**src/rtl/req_encoder16to4.sv**
```systemverilog
// Registered 16-to-4 priority encoder: sticky request capture, one code presented
// at a time under a valid/ack handshake.
module req_encoder16to4 #(
    parameter bit LSB_PRIORITY = 1'b0
) (
    input  logic        clk,
    input  logic        rst,
    input  logic        en,
    input  logic [15:0] req,
    input  logic        ack,
    output logic [3:0]  code,
    output logic        valid,
    output logic [15:0] pending,
    output logic        busy
);

    typedef enum logic {
        IDLE,
        PRESENT
    } state_t;

    state_t      state;
    logic [15:0] clr_mask;
    logic [3:0]  prio_idx;

    // Later matches overwrite earlier ones, so the scan order sets the winner.
    function automatic logic [3:0] prio_index(input logic [15:0] v);
        logic [3:0] idx;
        idx = 4'h0;
        for (int i = 0; i < 16; i++) begin
            if (LSB_PRIORITY) begin
                if (v[15-i]) idx = 4'(15 - i);
            end else if (v[i]) begin
                idx = 4'(i);
            end
        end
        return idx;
    endfunction

    // NOTE: every always_comb output gets a default first, so no path infers a latch.
    always_comb begin
        clr_mask = 16'h0000;
        if (state == PRESENT && ack) clr_mask[code] = 1'b1;
    end

    assign prio_idx = prio_index(pending);
    assign busy     = (pending != 16'h0000) | valid;

    // NOTE: sequential state uses non-blocking assignments only, so every register
    // in this block sees the pre-edge values of the others.
    always_ff @(posedge clk) begin
        if (rst) begin
            pending <= 16'h0000;
            code    <= 4'h0;
            valid   <= 1'b0;
            state   <= IDLE;
        end else begin
            // Set wins over clear: a re-request in the acking cycle keeps the bit.
            pending <= (pending & ~clr_mask) | (en ? req : 16'h0000);
            case (state)
                IDLE: begin
                    if (pending != 16'h0000) begin
                        code  <= prio_idx;
                        valid <= 1'b1;
                        state <= PRESENT;
                    end
                end
                PRESENT: begin
                    if (ack) begin
                        code  <= 4'h0;
                        valid <= 1'b0;
                        state <= IDLE;
                    end
                end
                default: state <= IDLE;
            endcase
        end
    end

endmodule

```
**config.mk**
```make
export PLATFORM = sky130hd
export DESIGN_NAME = req_encoder16to4
export DESIGN_NICKNAME = d
export VERILOG_FILES = /design/src/rtl/req_encoder16to4.sv
export SDC_FILE = /design/constraint.sdc
export NUM_CORES = 1
export LEC_CHECK = 0
export ABC_AREA = 1
export BUFFER_PORTS_ARGS = -buffer_cell sky130_fd_sc_hd__buf_2
export CAP_MARGIN = 20
export CELL_PAD_IN_SITES_DETAIL_PLACEMENT = 1
export CELL_PAD_IN_SITES_GLOBAL_PLACEMENT = 2
export CORE_MARGIN = 2
export CORE_UTILIZATION = 24
export CTS_CLUSTER_DIAMETER = 30
export CTS_CLUSTER_SIZE = 10
export DETAILED_ROUTE_END_ITERATION = 6
export GPL_TIMING_DRIVEN = 0
export MAX_ROUTING_LAYER = met4
export PLACE_DENSITY_LB_ADDON = 0.1
export SLEW_MARGIN = 25
export SYNTH_ARGS = -nofsm -noshare
export SYNTH_HDL_FRONTEND = slang
export SYNTH_SLANG_ARGS = --single-unit
```
**constraint.sdc**
```tcl
create_clock -name clk -period 1.4 [get_ports clk]
set_input_delay 0.14 -clock clk [delete_from_list [all_inputs] [get_ports clk]]
set_output_delay 0.14 -clock clk [all_outputs]
set_load 0.02 [all_outputs]
```
# After elaboration in Yosys (flattened, before gate mapping)
# Index checks and enable logic that the tools add are counted.
# totals
register_bits,22
out_inout_bits,22
wordCells,45
# op_classes
order_cmp,2
eq_ne,2
n_mux,28
bitwise_logic,5
reduce_logical,4
# ops
op,count
$mux 4,15
$mux 16,2
$and 16x16->16,1
$not 16->16,1
$or 16x16->16,1
$reduce_bool 16->1,1
$pmux 4 s2,1
$mux 1,6
$lt 4x5->1 const B,1
$demux 1 s4,1
$ge 4x1->1 const B,1
$ne 2x2->1 const B,2
$pmux 1 s2,2
$logic_and 1x1->1,2
$mux 2,1
$reduce_and 2->1,1
$not 1->1,1
$or 1x1->1,1

# Longest topological paths before layout
# depth
ltp_word,17
mapped_depth,17
mapped_depth_nobuf,17

# Least setup slack after synthesis
# Ideal clock, no wire load.
# synth_timing
path_kind,register to register
start,register pending[11]
end,register code[0]
arrival_time_ns,1.322
required_ns,1.332
setup_slack_ns,0.010
stages_incl_launch_ff,10
period_less_slack_ns,1.390
cell_sequence,dfxtp_1 nor2_2 nand2_2 nor4_4 nor2_2 inv_2 nand2_2 clkinv_4 nand2_2 a21oi_2
# synth_via
elab_chain_cells,7
word_cells_on_any_way,10
cone_classes,1 x eq/ne; 7 x mux; 2 x reduce/logical
# synth_rtl
item,line_no,text
"start, declared",13,"output logic [15:0] pending,"
"start signal, assigned",59,pending <= (pending & ~clr_mask) | (en ? req : 16'h0000);
$mux 4 (5 in a row),33,end else if (v[i]) begin
$mux 4,62,if (pending != 16'h0000) begin
$pmux 4 s2,60,case (state)
"end signal, assigned",63,code <= prio_idx;
"end, declared",11,"output logic [3:0] code,"
# Parallel ways exist; a longest one is shown, timed or not. The select of a mux whose other input is x is not followed.
# A chain may end at the register's enable or synchronous reset.

# Worst setup path after layout
# layout_timing
start,register pending[4]
end,output busy
# layout_via
elab_chain_cells,2
# layout_rtl
item,line_no,text
$reduce_bool 16->1,47,assign busy = (pending != 16'h0000) | valid;
$or 1x1->1,47,
"end, declared",14,output logic busy
# Every way passes these cells.

==> parameters.txt <==
Parameter                              Value

Outcome
  Result of the run    finished with violations
  Failing checks    setup timing

Synth
  Cells after Synth    roughly 160
  Post-synthesis cell area    between 1000 and 1500 µm²
  Portion of the post-synthesis area used by sequential elements    40.5%
  Register bit count reported by yosys    22
  Post-synthesis average cell area    approximately 7 µm²
  Largest area contributor in the netlist    dfxtp_1
  Synthesis Warnings    0
  Largest cells by area after synthesis    dfxtp_1 (40%), nand2_1 (15%), a21oi_1 (7.4%)
  Portion of synthesized cell area occupied by the leading cell type    between 40 and 50%
  Number of distinct standard cells referenced by the synthesized netlist    19
  Post-Syn Nets    ~180

Hold path
  HP Class    in2reg
  Startpoint of the lowest-slack hold path    rst

Power and ir drop
  Total power divided by cell area    roughly 1200 nW/µm²
  Worst vdd rail ir drop    between 0.3 and 0.4 mV
  Total Power Consumption    1.80 mW
  Total leakage power    between 0.7 and 0.8 nW

CTS
  Max Buffers Root-to-Sink    2
  Number of buffers created by CTS    3
  Clock sink count    22
  CTS H-tree lvls    1
  Source-to-sink clock delay at the later pin of the worst-skew pair    approximately 0.27 ns
  Root buffer cell    clkbuf_8
  Clock-pin transition on the worst setup and hold timing paths    about 0.080 ns
  Clock tree from TritonCTS    done
  Number of buffers inserted by hold repair at cts    0

Layout
  Ratio of cells with drive above 1 in the final layout    42.3%
  ANT cells    0
  Net count reported at finish    229
  Most frequent standard cell in the layout excluding fill and tap cells    nand2_1
  Final design area excluding fillers    about 1600 µm²
  Area added between synthesis and finish    42.5%
  Post-route insts no fill    260
  Fillers    ~570
  Sequential cell area    458 µm²
  Final core area utilization    between 30% and 40%
  Commonest cells after routing, fill and taps aside    nand2_1 (42), buf_2 (39), inv_1 (19)
  Total area of multi-input combinational cells    ~570 µm²

Timing
  Slew @ Worst Pin    about 0.6 ns
  Fin crit period    1.53 ns
  Final period utilization    110%
  PnR worst setup slack    -0.134 ns
  Upper clock frequency limit    652 MHz
  Final total negative setup slack    -0.491 ns
  Post-Route Skew    roughly 0.011 ns
  Max-slew violation count    0
  Post-route worst hold slack    between 0.09 and 0.1 ns
  Final count of negative-setup-slack endpoints    6
  Number of failing hold endpoints at the final stage    0
  Headroom to the max-slew limit    between 50 and 60%
  Setup repair after global routing missed its margin    true

Flow run
  Max cap viols    0

Global route
  Number of antenna violations at the first check in global routing    0
  Largest net degree at the start of global routing    14
  Global-route wire length before repair    6130 µm
  All-layer global routing usage    between 10% and 20%
  GRT overflow    0
  Via count of the first global-routing pass    1302

Worst setup path
  Crit Path Max Fanout    2
  Kind of end point of the critical path    output port
  Startpoint of the lowest-slack register-to-register path    pending[4]$_SDFF_PP0_
  Arrival time reported for the critical path endpoint    1.39 ns
  Crit path from    pending[4]$_SDFF_PP0_
  Internal reg-to-reg setup slack    -0.10 ns
  Worst setup SP type    register
  Type of the worst setup path    reg2out
  Critical Path RT    roughly 1.3 ns

Routing
  Number of DRC violations after detailed-routing iteration 0    15
  Residual antenna-violating net count after detailed routing    0
  Number of vias per cell after detailed routing    roughly 4.5
  Vias    around 1200
  Total detailed-routing wirelength    between 3000 and 4000 µm
  Number of iterations in the first detailed-routing pass    3
  DRC violation count after routing    0
  Routed wirelength normalized by instance count    14.3 µm

Die
  Width of the chip    about 71 µm
  Number of top-level design ports    42
  Die Y-Extent    between 70 and 80 µm
  Starting density of the core    about 25%
  Die ar.    approximately 5100 µm²
  Placeable core area    ~4400 µm²
  Row cnt    24

Placement
  Buffers on Ports    40
  Placed Cells    about 250
  Post-detailed-placement half-perimeter wirelength    2830 µm
  RD Place Congestion    just under 0.8
  DP Area    around 1400 µm²
  Setup slack at placement    -0.0791 ns
[power breakdown]
group	switching (mW)	leakage (nW)	total (mW)	internal [mW]
registers	0.0590	0.186	0.738	0.679
clock network	0.228	0.0357	0.611	0.383
logic	0.280	0.519	0.448	0.168
total	0.567	0.741	1.80	1.23
[layer usage]
metal	part of all wire (%)	vias to the layer above	global-route usage [%]
li1	-	602	-
met1	49	551	20.5
met2	47	23	25.7
met3	3.2	5	2.25
met4	1.4	0	5.03
met5	0	-	-
[worst max-delay path, cell delays in order, from the launching register on]
cell and delay, ns:
dfxtp_4 0.36, nor2_4 0.11, nand3_2 0.09, nor4_4 0.32
nand2_1 0.11, buf_6 0.14
[cells in the mapped netlist (all sizes together)]
library cell,n
clkinv,1
o21ai,15
a211oi,1
a21oi,20
nand2,50
nor2,7
dfxtp,22
o31ai,4
inv,23
a211o,1
a31oi,1
nand3,6
clkbuf,4
nor4,1
[worst paths after layout]
check                                to  depth (start not counted)
setup / recovery                   busy                          5
hold / removal       valid$_SDFFE_PP0P_                          2
setup reg to reg   code[0]$_SDFFE_PP0P_                         10
hold reg to reg   pending[7]$_SDFF_PP0_                          2
[state kept, by name, summed over array words and instances (netlist names)]
register / cells
code: 4
pending: 16
state: 1
valid: 1
[kinds of logic (layout without fill, tap and decap cells)]
| family | Yosys count | after routing | synth area share (%) |
|---|---|---|---|
| DFF | 22 | 22 | 40.5 |
| AOI/OAI and AO/OA | 42 | 42 | 22.3 |
| and+or+nand+nor | 64 | 64 | 27.1 |
| buffers and inverters | 28 | 80 | 10.1 |
[timing repair]
action	in CTS	in global routing
setup buffers	6	3
setup endpoints to repair	5	7
pin swaps	5	5
resized for setup	19	7
[final cells by class]
cell class	instances	share of cell area [%]
multi-input combinational	106	36.9
clock inverter	1	1.94
sequential	22	29.5
inverter	24	6.13
clock buffer	3	2.66
buffer	4	0.968
timing repair buffer	48	17.7
tap	52	4.19
(Power assumes the default switching activity.)
